**src/rtl/pwm_duty_meter.sv**
```systemverilog
// pwm_duty_meter: measures the duty cycle of an asynchronous PWM input whose
// period is 2^WIDTH clk cycles. Each window opens on a rising edge of the
// synchronized input and spans 2^WIDTH samples. The result is a WIDTH-bit
// high-cycle count, saturated at 2^WIDTH-1. If no rising edge arrives within
// the timeout, the current input level is reported and stuck is raised.
// Optional macro GLITCH_FILTER_EN inserts a 3-sample majority filter after the
// synchronizer. This suppresses single-cycle pulses and adds 2 cycles of latency.
module pwm_duty_meter #(
  parameter int unsigned WIDTH       = 8,
  parameter int unsigned SYNC_STAGES = 2
) (
  input  logic             clk,
  input  logic             reset,
  input  logic             en,
  input  logic             pwm_in,
  output logic [WIDTH-1:0] duty,
  output logic             valid,
  output logic             stuck,
  output logic             busy
);

  typedef enum logic [1:0] {
    S_IDLE,
    S_ARM,
    S_MEASURE
  } state_t;

  localparam logic [WIDTH:0] WIN_LEN = {1'b1, {WIDTH{1'b0}}};
  localparam logic [WIDTH:0] ONE     = {{WIDTH{1'b0}}, 1'b1};

  state_t                 state_q, state_d;
  logic [SYNC_STAGES-1:0] sync_q;
  logic                   pwm_s;
  logic                   pwm_c;
  logic                   pwm_d_q;
  logic                   rise;
  logic [WIDTH:0]         win_cnt_q, win_cnt_d;
  logic [WIDTH:0]         high_cnt_q, high_cnt_d;
  logic [WIDTH:0]         tmo_cnt_q, tmo_cnt_d;
  logic [WIDTH-1:0]       duty_q, duty_d;
  logic                   stuck_q, stuck_d;
  logic                   valid_q, valid_d;

  // Multi-flop synchronizer for the asynchronous PWM input
  always_ff @(posedge clk or negedge reset) begin
    if (!reset) sync_q <= '0;
    else        sync_q <= {sync_q[SYNC_STAGES-2:0], pwm_in};
  end

  assign pwm_s = sync_q[SYNC_STAGES-1];

`ifdef GLITCH_FILTER_EN
  logic [1:0] tap_q;
  logic       filt_q;

  // Majority of the three most recent samples; a lone one-cycle pulse never wins
  always_ff @(posedge clk or negedge reset) begin
    if (!reset) begin
      tap_q  <= '0;
      filt_q <= 1'b0;
    end else begin
      tap_q  <= {tap_q[0], pwm_s};
      filt_q <= (pwm_s & tap_q[0]) | (pwm_s & tap_q[1]) | (tap_q[0] & tap_q[1]);
    end
  end

  assign pwm_c = filt_q;
`else
  assign pwm_c = pwm_s;
`endif

  assign rise = pwm_c & ~pwm_d_q;

  // State, counters and registered outputs
  always_ff @(posedge clk or negedge reset) begin
    if (!reset) begin
      state_q    <= S_IDLE;
      pwm_d_q    <= 1'b0;
      win_cnt_q  <= '0;
      high_cnt_q <= '0;
      tmo_cnt_q  <= '0;
      duty_q     <= '0;
      stuck_q    <= 1'b0;
      valid_q    <= 1'b0;
    end else begin
      state_q    <= state_d;
      pwm_d_q    <= pwm_c;
      win_cnt_q  <= win_cnt_d;
      high_cnt_q <= high_cnt_d;
      tmo_cnt_q  <= tmo_cnt_d;
      duty_q     <= duty_d;
      stuck_q    <= stuck_d;
      valid_q    <= valid_d;
    end
  end

  // Next-state logic: arm, window counting, timeout and result publication
  always_comb begin
    state_d    = state_q;
    win_cnt_d  = win_cnt_q;
    high_cnt_d = high_cnt_q;
    tmo_cnt_d  = tmo_cnt_q;
    duty_d     = duty_q;
    stuck_d    = stuck_q;
    valid_d    = 1'b0;
    unique case (state_q)
      S_IDLE: begin
        if (en) begin
          state_d   = S_ARM;
          tmo_cnt_d = '0;
        end
      end
      S_ARM: begin
        if (!en) begin
          state_d = S_IDLE;
        end else if (rise) begin
          state_d    = S_MEASURE;
          win_cnt_d  = ONE;
          high_cnt_d = ONE;
        end else if (tmo_cnt_q == WIN_LEN) begin
          duty_d    = pwm_c ? '1 : '0;
          stuck_d   = 1'b1;
          valid_d   = 1'b1;
          tmo_cnt_d = '0;
        end else begin
          tmo_cnt_d = tmo_cnt_q + ONE;
        end
      end
      S_MEASURE: begin
        if (!en) begin
          state_d = S_IDLE;
        end else if (win_cnt_q == WIN_LEN) begin
          // high_cnt can reach 2^WIDTH when every sample was high; clamp it
          duty_d    = high_cnt_q[WIDTH] ? '1 : high_cnt_q[WIDTH-1:0];
          stuck_d   = 1'b0;
          valid_d   = 1'b1;
          state_d   = S_ARM;
          tmo_cnt_d = '0;
        end else begin
          win_cnt_d  = win_cnt_q + ONE;
          high_cnt_d = high_cnt_q + {{WIDTH{1'b0}}, pwm_c};
        end
      end
      default: state_d = S_IDLE;
    endcase
  end

  assign duty  = duty_q;
  assign valid = valid_q;
  assign stuck = stuck_q;
  assign busy  = (state_q != S_IDLE);

endmodule

```
**config.mk**
```make
export PLATFORM = sky130hd
export DESIGN_NAME = pwm_duty_meter
export DESIGN_NICKNAME = d
export VERILOG_FILES = /design/src/rtl/pwm_duty_meter.sv
export SDC_FILE = /design/constraint.sdc
export NUM_CORES = 1
export LEC_CHECK = 0
export ABC_AREA = 1
export CAP_MARGIN = 5
export CORE_MARGIN = 8
export CORE_UTILIZATION = 60
export DETAILED_ROUTE_END_ITERATION = 12
export MAX_ROUTING_LAYER = met4
export PLACE_DENSITY_LB_ADDON = 0.08
export SLEW_MARGIN = 20
export SYNTH_ARGS = -nofsm -noshare
export SYNTH_HDL_FRONTEND = slang
export SYNTH_SLANG_ARGS = --single-unit
```
**constraint.sdc**
```tcl
create_clock -name clk -period 3 [get_ports clk]
set_input_delay 0.75 -clock clk [delete_from_list [all_inputs] [get_ports clk]]
set_output_delay 0.75 -clock clk [all_outputs]
set_load 0.02 [all_outputs]
```
-- Word-level counts from Yosys, hierarchy flattened
Index checks and enable logic that the tools add are counted.
- bits in registers: 42
- input port bits: 4
- output and inout bits: 11
- word-level logic and storage cells: 77
- $add $sub $neg: 3
- equality and inequality tests: 14
- mux-type cells: 41
- bitwise operators: 2
- reductions and logical operators: 8
- operators by type and width (operator ; number):
    $mux 9 ; 12
    $mux 8 ; 7
    $pmux 9 s2 ; 2
    $pmux 9 s3 ; 1
    $add 9x1->9 const B ; 2
    $eq 9x9->1 const B ; 2
    $ne 2x2->1 const B ; 8
    $pmux 8 s2 ; 1
    $reduce_and 6->1 ; 2
    $mux 1 ; 10
    $mux 2 ; 5
    $add 9x1->9 ; 1
    $ne 3x3->1 const B ; 2
    $pmux 2 s3 ; 1
    $reduce_and 5->1 ; 1
    $pmux 1 s2 ; 2
    $reduce_bool 2->1 ; 2
    $reduce_and 3->1 ; 1
    $reduce_bool 3->1 ; 1
    $eq 2x1->1 const B ; 1
    $eq 2x2->1 const B ; 1
    $logic_not 2->1 ; 1
    $and 1x1->1 ; 1
    $not 1->1 ; 1

-- Depth between registers and ports, before layout
- word-level depth: 5
- gate-level depth with buffers: 11
- depth with buffers taken out: 10

-- Worst setup path after synthesis
Ideal clock, no wire load.
- path kind: in2reg
- from: input port en
- to: register tmo_cnt_q[0]
- library setup time: 0.076 ns
- data arrival time: 1.485 ns
- required time: 2.924 ns
- path slack: 1.439 ns
- stages: 10
- buffers on the path: 2
- cells stage by stage: inv_2 nand2_2 buf_6 nand3_2 nor2_2 nand2_1 buf_6 nor2_4 nand2_1 o21ai_1
- cells in the longest elaborated chain, start to end: 2
- elaborated cells between the ends (all ways): 4
- those cells by class: 3 x eq/ne; 1 x reduce/logical
- RTL lines (item ; RTL line ; source):
    start, declared ; 14 ; input logic en,
    $ne 2x2->1 (no line) ; n/a ;
    $reduce_and 6->1 (no line) (*) ; n/a ;
    end signal, assigned ; 90 ; tmo_cnt_q <= tmo_cnt_d;
    end, declared ; 39 ; logic [WIDTH:0] tmo_cnt_q, tmo_cnt_d;
Every way passes the cells marked *; elsewhere a longest branch is shown, timed or not.
A chain may end at the register's enable or synchronous reset.

-- Final worst setup path
- from: register state_q[1]
- to: output port busy
- cells in the longest elaborated chain, start to end: 1
- RTL lines (item ; RTL line ; source):
    start, declared ; 31 ; state_t state_q, state_d;
    start signal, assigned ; 86 ; state_q <= state_d;
    $reduce_bool 2->1 ; 151 ; assign busy = (state_q != S_IDLE);
    end, declared ; 19 ; output logic busy
No other way between the ends.

==> results.md <==
- Status: finished clean
- Final ANT Viol Nets: 0
- Synth Instances: 325
- RSZ-0062 raised after global routing: no
- Setup TNS: 0 ns
- Complex-gate fraction of the synthesized area: 8.10%
- Critical path start-end classification: register to primary output
- GPL Wtd Cong: 0.807
- H-tree Lvls: 2
- Number of global-route vias before repair: 1834
- Port buffer count: 14
- Placed cells: 381
- # DRC: 0
- Most frequent cells in the layout: nand2_1 (108), dfrtp_1 (42), inv_1 (37)
- Post-DR wirelength/cell: 11.6 µm
- Synthesis warning total: 0
- Crit path capture type: primary output
- Maxcap violations: 0
- Peak VDD IR: 334 µV
- Aggregate routed wire length: 4.51 mm
- FILL cells: 349
- Number of flops mapped to enable cells by yosys: 0
- Max Freq: 0.415 GHz
- Die Ht: 80.0 µm
- Clk sinks: 42
- Number of diodes: 0
- Largest net degree at the start of global routing: 43
- Yosys reg bits: 42
- GRT overflow: 0
- CP startpoint kind: register
- Nets: 352
- Final setup vio count: 0
- Num CTS Buffers: 5
- I/O pins: 15
- Row Count: 23
- Gr usage total: 15.6%
- Worst Hold Class: register to register
- XOR/XNOR Fraction of Synth Area: 2.14%
- Tcrit/Tclk final: 80.4%
- Post CTS Setup Buffer Count: 0
- Crit path time final: 2.41 ns
- Headroom to the max-slew limit: 40.6%
- Max-slew violations: 0
- Final HPWL DP: 3.37 mm
- Pwr Density: 822 nW/µm²
- CTS-repair resized insts: 0
- Critical Path Fanout Max: 4
- Hold Violations, Final: 0
- Avg Cell Area, Syn: 7.56 µm²
- Die area: 6400 µm²
- Max clock buf depth: 2
- Static leakage: 0.00135 µW
- Post-synthesis sequential area ratio: 42.8%
- Simple-Gate Fraction of Synth Area: 33.2%
- Core area: 3970 µm²
- Vias/cell: 5.19
- Netlist cell types: 27
- Worst path required time: 2.25 ns
- Pre-antenna DRT Iters: 4
- Initial core utilization: 61.9%
- Commonest non-fill, non-tap cell in the layout: nand2_1
- Synthesized net count: 339
- Post-synthesis mux area share: 0%
- CTS tree: yes
- Synth Area in Adders: 5.09%
- Final std cells w/o fill: 389
- CTS clk-pin slew, worst paths: 0.08 ns
- Total power: 2210 µW
- Clock skew: 0.00457 ns
- Largest family of logic cells by synthesized area: simple AND/OR/NAND/NOR gates
- Number of DRC markers in iteration 0: 78
- Post-Syn Area: 2460 µm²
- Hold buffers post-CTS: 0
- Area growth syn-to-layout: 9.37%
- Tightest Pin Transition: 0.891 ns
- Initial antenna violation count: 0
- Layout cells sized above 1: 7.37%
- First-pass GRT wire length: 7.85 mm
- Die width: 80.0 µm
- FFs w/ async S/R, synth: 100%
- Main flop type after synthesis: dfrtp_1
- Worst Path Arrival: 1.66 ns
- Clk Latency, worst-skew pair: 0.30 ns
- Total number of vias: 2020
- Root buf cell: clkbuf_8
## cell usage after synthesis, types with 2 or more instances
library cell  instances  area, µm²
nand3b_1              3       22.5
nand2_2               4       25.0
inv_1                37        139
xor2_1                4       35.0
dfrtp_1              42       1050
nand4_1              12       75.1
inv_2                 2       7.51
nand3_1              35        175
clkbuf_1              2       7.51
ha_1                 10        125
xnor2_1               2       17.5
buf_2                 3       15.0
buf_6                 4       45.0
nor2_2                2       12.5
o21ai_1              14       70.1
nor2_1               13       48.8
o21ai_0              19       95.1
nand2_1             108        405
## state kept, by name (all words and copies together) (netlist names)
register / count
valid: 1
duty: 8
tmo_cnt_q: 9
stuck: 1
pwm_d_q: 1
win_cnt_q: 9
high_cnt_q: 9
state_q: 2
sync_q: 2
## cell type report
cell class	instances	area, µm²	share of cell area, %
Clock inverter	3	23.8	0.885
Inverter	39	146	5.45
Clock buffer	5	68.8	2.56
Sequential cell	42	1050	39.1
Tap cell	50	62.6	2.33
Multi-Input combinational cell	235	1190	44.4
Timing Repair Buffer	15	143	5.31
## routing by layer
layer	up-vias	part of all wire, %	wire [µm]	track usage [%]
met5	-	0	0	-
met1	916	48	2160	18.6
met3	10	3.9	178	3.04
met2	25	47	2100	25.0
li1	1069	-	-	-
met4	0	1.6	70	6.55
## path summary, 6_finish.rpt
path	startpoint	endpoint	slack (ns)	cells after the start
min	sync_q[0]	sync_q[1]	0.35	0
max in group asynchronous	reset	high_cnt_q[3]	1.88	1
min reg2reg	sync_q[0]	sync_q[1]	0.35	0
min in group asynchronous	reset	tmo_cnt_q[1]	0.58	1
max reg2reg	state_q[1]	tmo_cnt_q[3]	0.93	9
max	state_q[1]	busy	0.59	4
## worst max-delay path, stage by stage, from the launching register on
cell	delay, ns
dfrtp_1	0.41
inv_1	0.08
ha_1	0.22
inv_1	0.06
clkdlybuf4s50_1	0.60
## metrics by stage
step	hold WS [ns]	area (µm²)	setup WS, ns	utilization [%]
6_report	0.352	2690	0.589	67.7
5_1_grt	0.364	2690	0.516	67.7
4_1_cts	0.355	2690	0.574	67.7
3_5_place_dp	0.336	2590	0.522	65.3
3_3_place_gp	0.335	2590	0.602	65.3
2_1_floorplan	0.331	2460	1.44	-
## power breakdown
| part | leakage (µW) | internal [µW] | switching [µW] |
|---|---|---|---|
| Sequential | 0.000556 | 681 | 75.7 |
| Clock | 0.0000408 | 166 | 205 |
| Combinational | 0.000751 | 367 | 715 |
## logic make-up (layout without fill, tap and decap cells)
logic type,count (synthesis),in the layout
fa+ha+maj,10,10
flops,42,42
xor+xnor,6,6
buf+inv,48,62
compound gates,37,37
simple gates,182,182
No activity file was read; power rests on OpenSTA's default activity.
==> RTL edit 1 (same flow settings) <==
Build with the macro `GLITCH_FILTER_EN` defined.
--- a/src/rtl/pwm_duty_meter.sv
+++ b/src/rtl/pwm_duty_meter.sv
@@ -5,6 +5,8 @@
 // the timeout, the current input level is reported and stuck is raised.
 // Optional macro GLITCH_FILTER_EN inserts a 3-sample majority filter after the
 // synchronizer. This suppresses single-cycle pulses and adds 2 cycles of latency.
+`define GLITCH_FILTER_EN
+
 module pwm_duty_meter #(
   parameter int unsigned WIDTH       = 8,
   parameter int unsigned SYNC_STAGES = 2
Formal check against the unedited RTL: same outputs for any inputs over 10 cycles, from zero or initial values and one cycle with reset low; that may be too few to reach the edited logic, so the function may still have changed.
==> RTL edit 1 against the original RTL <==
  * Sequential cell count rose by 3
  * Area after synthesis rose by 12%
  * Core utilization rose by 1.2 points
  * Total power rose by 6.1%
  * Wire length rose by 21%
  * Largest cell class unchanged
  * Largest power group unchanged
  * Maximum frequency fell by 0.16%
  * Critical path depth did not move
  * Cell count rose by 16%
  * Worst setup slack got worse by 3.8 ps
  * Clock skew rose by 5.0 ps
  * Hold slack got worse by 22 ps
  * Sequential share of layout area fell by 1.8 points
  * Final area rose by 12%
==> RTL edit 1: results (changes against the original RTL) <==
* Detailed Place HPWL at 3940 um (was 3370 um)
* Worst-margin pin slew at 579 ps (was 891 ps)
* Critical path data arrival time at 1660 ps (about the same)
* GRT Total Usage at 16.4% (was 15.6%)
* Top post-synthesis cells by area: dfrtp_1 41%, nand2_1 21%, nand3_1 6.7%, inv_1 5.7%, ha_1 4.5% (was dfrtp_1 43%, nand2_1 16%, nand3_1 7.1%, inv_1 5.7%, ha_1 5.1%)
* Post-synthesis async set-or-reset flop share at 100% (unchanged)
* Post-synthesis net count at 397 (was 339)
* Placed cell areas at 2890 um2 (was 2590 um2)
* Worst r2r dst: win_cnt_q[4] (was tmo_cnt_q[3])
* GPL Wtd Cong at 0.899 (was 0.807)
* Yosys cell types at 29 (was 27)
* Final worst path period share at 80.5% (was 80.4%)
* Share of cells above drive strength 1 at 6.03% (was 7.37%)
* R2R Setup Slk at 840 ps (was 930 ps)
* Main synth FF type: dfrtp_1 (unchanged)
* Vias in the first global route at 2148 (was 1834)
* Hold WS at 330 ps (was 352 ps)
* Per-cell routed wire length at 12.2 um (was 11.6 um)
* Place WS at 643 ps (was 522 ps)
* Pleak at 0.00156 uW (was 0.00135 uW)
* CP max stage delay at 590 ps
* Post-synth top cells: 151 x nand2_1, 45 x dfrtp_1, 42 x inv_1, 37 x nand3_1, 31 x nor2_1 (was 108 x nand2_1, 42 x dfrtp_1, 37 x inv_1, 35 x nand3_1, 19 x o21ai_0)
* Post-CTS Setup Bufs at 0 (unchanged)
* VDD IR-drop max at 0.000396 V (was 0.000334 V)
* DRT Pass-1 Iters at 4 (unchanged)
* Register area share after synthesis at 40.9% (was 42.8%)
* Worst reg2reg path depth at 8 (was 9)
* Largest net degree at the start of global routing at 46 (was 43)
* Delay-heaviest family, CP: buffers and inverters (unchanged)
* R2r startpoint: state_q[0] (was state_q[1])
* Number of I/O port buffers at 14 (unchanged)
* Via count at 2372 (was 2020)
* First-pass GRT wire length at 9550 um (was 7850 um)
* Drt first-iter violations at 133 (was 78)
* HP Class: input pin to async pin (was register to register)
* # fillers at 407 (was 349)
* Nets at 411 (was 352)
* Clock Skew at 9.60 ps (was 4.57 ps)
* Status: finished clean (unchanged)
* Cts bufs inserted at 5 (unchanged)
==> RTL edit 1: cell count changes after synthesis, sizes merged, moves of 3 or more <==
cell,before,now
dfrtp,42,45
inv,39,44
nand2,113,154
nand3,36,40
nand3b,3,0
nand4,13,10
nor2,16,34
nor3b,0,4
o21ai,33,18
==> RTL edit 1: layer usage <==
metal | wire length, um | track usage (%) | part of all wire (%)
met4 | 50 | 5.49 | 0.91
met2 | 2400 | 23.8 | 44
met5 | 0 | - | 0
met3 | 297 | 3.61 | 5.4
met1 | 2730 | 21.9 | 50
==> RTL edit 1: layout make-up <==
type	count	area [um2]	area share [%]
clock buffers	6	72.6	2.40
well taps	52	65.1	2.15
inverters	44	165	5.47
flip-flops and latches	45	1130	37.3
repair buffers	17	170	5.63
multi-input cells	284	1380	45.8
clock inverters	2	38.8	1.28
==> RTL edit 1: through the flow <==
stage               total power (uW)  std cells
finish                          2340        450
global route                    2530        450
CTS                             2370        449
detailed placement              1900        441
global placement                1870        441
floorplan                       1600        383
==> RTL edit 1: kinds of logic after synthesis <==
logic type | count (synthesis) | synth area share, %
xor gates and xnor gates | 7 | 2.23
buffers and inverters | 54 | 8.90
adders and majority gates | 11 | 4.91
AOI/OAI and AO/OA | 23 | 4.36
DFF | 45 | 40.9
and+or+nand+nor | 243 | 38.7
==> RTL edit 1: worst max-delay path by stage <==
stage	from	endpoint	slack, ps	depth (start not counted)
2_1_floorplan	en	win_cnt_q[2]	1440	7
3_3_place_gp	en	win_cnt_q[8]	680	8
3_5_place_dp	en	win_cnt_q[8]	640	8
4_1_cts	state_q[0]	busy	550	4
5_1_grt	state_q[0]	busy	470	4
6_report	state_q[0]	busy	590	4
==> RTL edit 1: power by group <==
group	leakage [uW]	internal, uW	total [uW]	switching [uW]
clock	0.0000554	250	464	214
sequential	0.000591	723	814	90.5
combinational	0.000914	372	1070	694
==> RTL edit 1: worst register-to-register path, cell delays in order (launching register included) <==
cell	delay, ps
dfrtp_1	410
inv_1	80
ha_1	200
buf_4	190
inv_1	450
nand3_4	280
nand2_2	330
nand2_1	100
nand2_1	60
==> RTL edit 2 (config.mk and constraints unchanged) <==
Made on the original files. Register the output `duty` once more; this adds one clock of latency there. The other outputs are not delayed to match. Comments in the files are not updated.
--- a/src/rtl/pwm_duty_meter.sv
+++ b/src/rtl/pwm_duty_meter.sv
@@ -145,7 +145,9 @@
     endcase
   end
 
-  assign duty  = duty_q;
+  always_ff @(posedge clk) begin
+    duty <= duty_q;
+  end
   assign valid = valid_q;
   assign stuck = stuck_q;
   assign busy  = (state_q != S_IDLE);
Formal check against the unedited RTL: same outputs for any inputs over 10 cycles, from zero or initial values and one cycle with reset low; that may be too few to reach the edited logic, so the function may still have changed.
==> RTL edit 2 against the original RTL <==
  * Total power is 9.5% higher
  * Die area is 11% higher
  * Highest routed layer unchanged
  * Area after synthesis is 14% higher
  * Non-clock buffer count is 1 higher
  * Clock power is 14% higher
  * Cell count is 15% higher
  * Worst setup slack better by 8.0 ps
  * Maximum frequency is 0.33% higher
  * Final area is 13% higher
  * Wire length is 23% higher
  * Core utilization is 2.1 points lower
  * Sequential cell count is 8 higher
==> RTL edit 2: results (changes against the original RTL) <==
* Status: finished clean (unchanged)
* Place WS at 762 ps (was 522 ps)
* Nets at 407 (was 352)
* Adder-cell share of the synthesized area at 4.46% (was 5.09%)
* Drt first-iter violations at 82 (was 78)
* Worst reg2reg path depth at 7 (was 9)
* Register area share after synthesis at 43.1% (was 42.8%)
* Top post-synthesis cells by area: dfrtp_1 37%, nand2_1 19%, nand3_1 7.7%, dfxtp_1 5.7%, inv_1 5.5% (was dfrtp_1 43%, nand2_1 16%, nand3_1 7.1%, inv_1 5.7%, ha_1 5.1%)
* Vias in the first global route at 2275 (was 1834)
* R2R Setup Slk at 1100 ps (was 930 ps)
* GRT Total Usage at 17.5% (was 15.6%)
* Via-to-Cell Ratio at 5.27 (was 5.19)
* Post-Syn Area per Cell at 7.33 um2 (was 7.56 um2)
* Final non-filler cell total at 448 (was 389)
* Detailed Place HPWL at 3960 um (was 3370 um)
* GPL Wtd Cong at 0.825 (was 0.807)
* Placed cell areas at 2940 um2 (was 2590 um2)
* Cell internal pwr at 1390 uW (was 1210 uW)
* Worst r2r dst: win_cnt_q[4] (was tmo_cnt_q[3])
* First-pass GRT wire length at 10100 um (was 7850 um)
* # fillers at 441 (was 349)
* Slew headroom at 36.6% (was 40.6%)
* Hold WS at 379 ps (was 352 ps)
* R2r startpoint: state_q[0] (was state_q[1])
* Placed Cells at 440 (was 381)
* VDD IR-drop max at 0.000503 V (was 0.000334 V)
## RTL edit 2: changes by cell type in the layout (fill, tap and decap cells not counted), sizes merged, moves of 2 or more
cell	before	now
inv	40	47
nor2	16	26
nor3b	0	2
xor2	4	2
nand4	13	15
nand2	113	144
clkinvlp	2	0
o21ai	33	25
nand3	36	45
dfxtp	0	8
## RTL edit 2: critical path, stage by stage, from the launching register on
cell and delay [ps]:
dfrtp_1 410, inv_1 80, ha_1 220, inv_1 60, clkdlybuf4s50_1 590
## RTL edit 2: power groups by stage
stage	logic (uW)	clock network [uW]	registers [uW]
6_report	1050	423	946
5_1_grt	1180	456	966
4_1_cts	1060	431	948
3_5_place_dp	1060	0	962
3_3_place_gp	1040	0	950
2_1_floorplan	759	0	1000
## RTL edit 2: worst max-delay path by stage
stage / from / endpoint / slack, ps
2_1_floorplan: state_q[0] / busy / 1470
5_1_grt: state_q[0] / busy / 510
3_5_place_dp: en / win_cnt_q[4] / 760
6_report: state_q[0] / busy / 600
3_3_place_gp: en / duty_q[4] / 800
4_1_cts: state_q[0] / busy / 580
## RTL edit 2: cell type report
| type | count | area (um2) | share of cell area (%) |
|---|---|---|---|
| timing repair buffer | 16 | 150 | 4.94 |
| tap | 54 | 67.6 | 2.22 |
| clock inverter | 3 | 28.8 | 0.947 |
| inverter | 45 | 169 | 5.56 |
| multi-input combinational | 275 | 1340 | 44.2 |
| sequential | 50 | 1210 | 39.9 |
| clock buffer | 5 | 68.8 | 2.27 |
## RTL edit 2: metal layers
layer	vias to the layer above	wire length (um)	GRT usage [%]	share of wire [%]
li1	1230	-	-	-
met1	1094	2640	20.4	48
met2	29	2650	29.2	48
met3	9	166	3.32	3.0
met4	0	95	6.96	1.7
met5	-	0	-	0
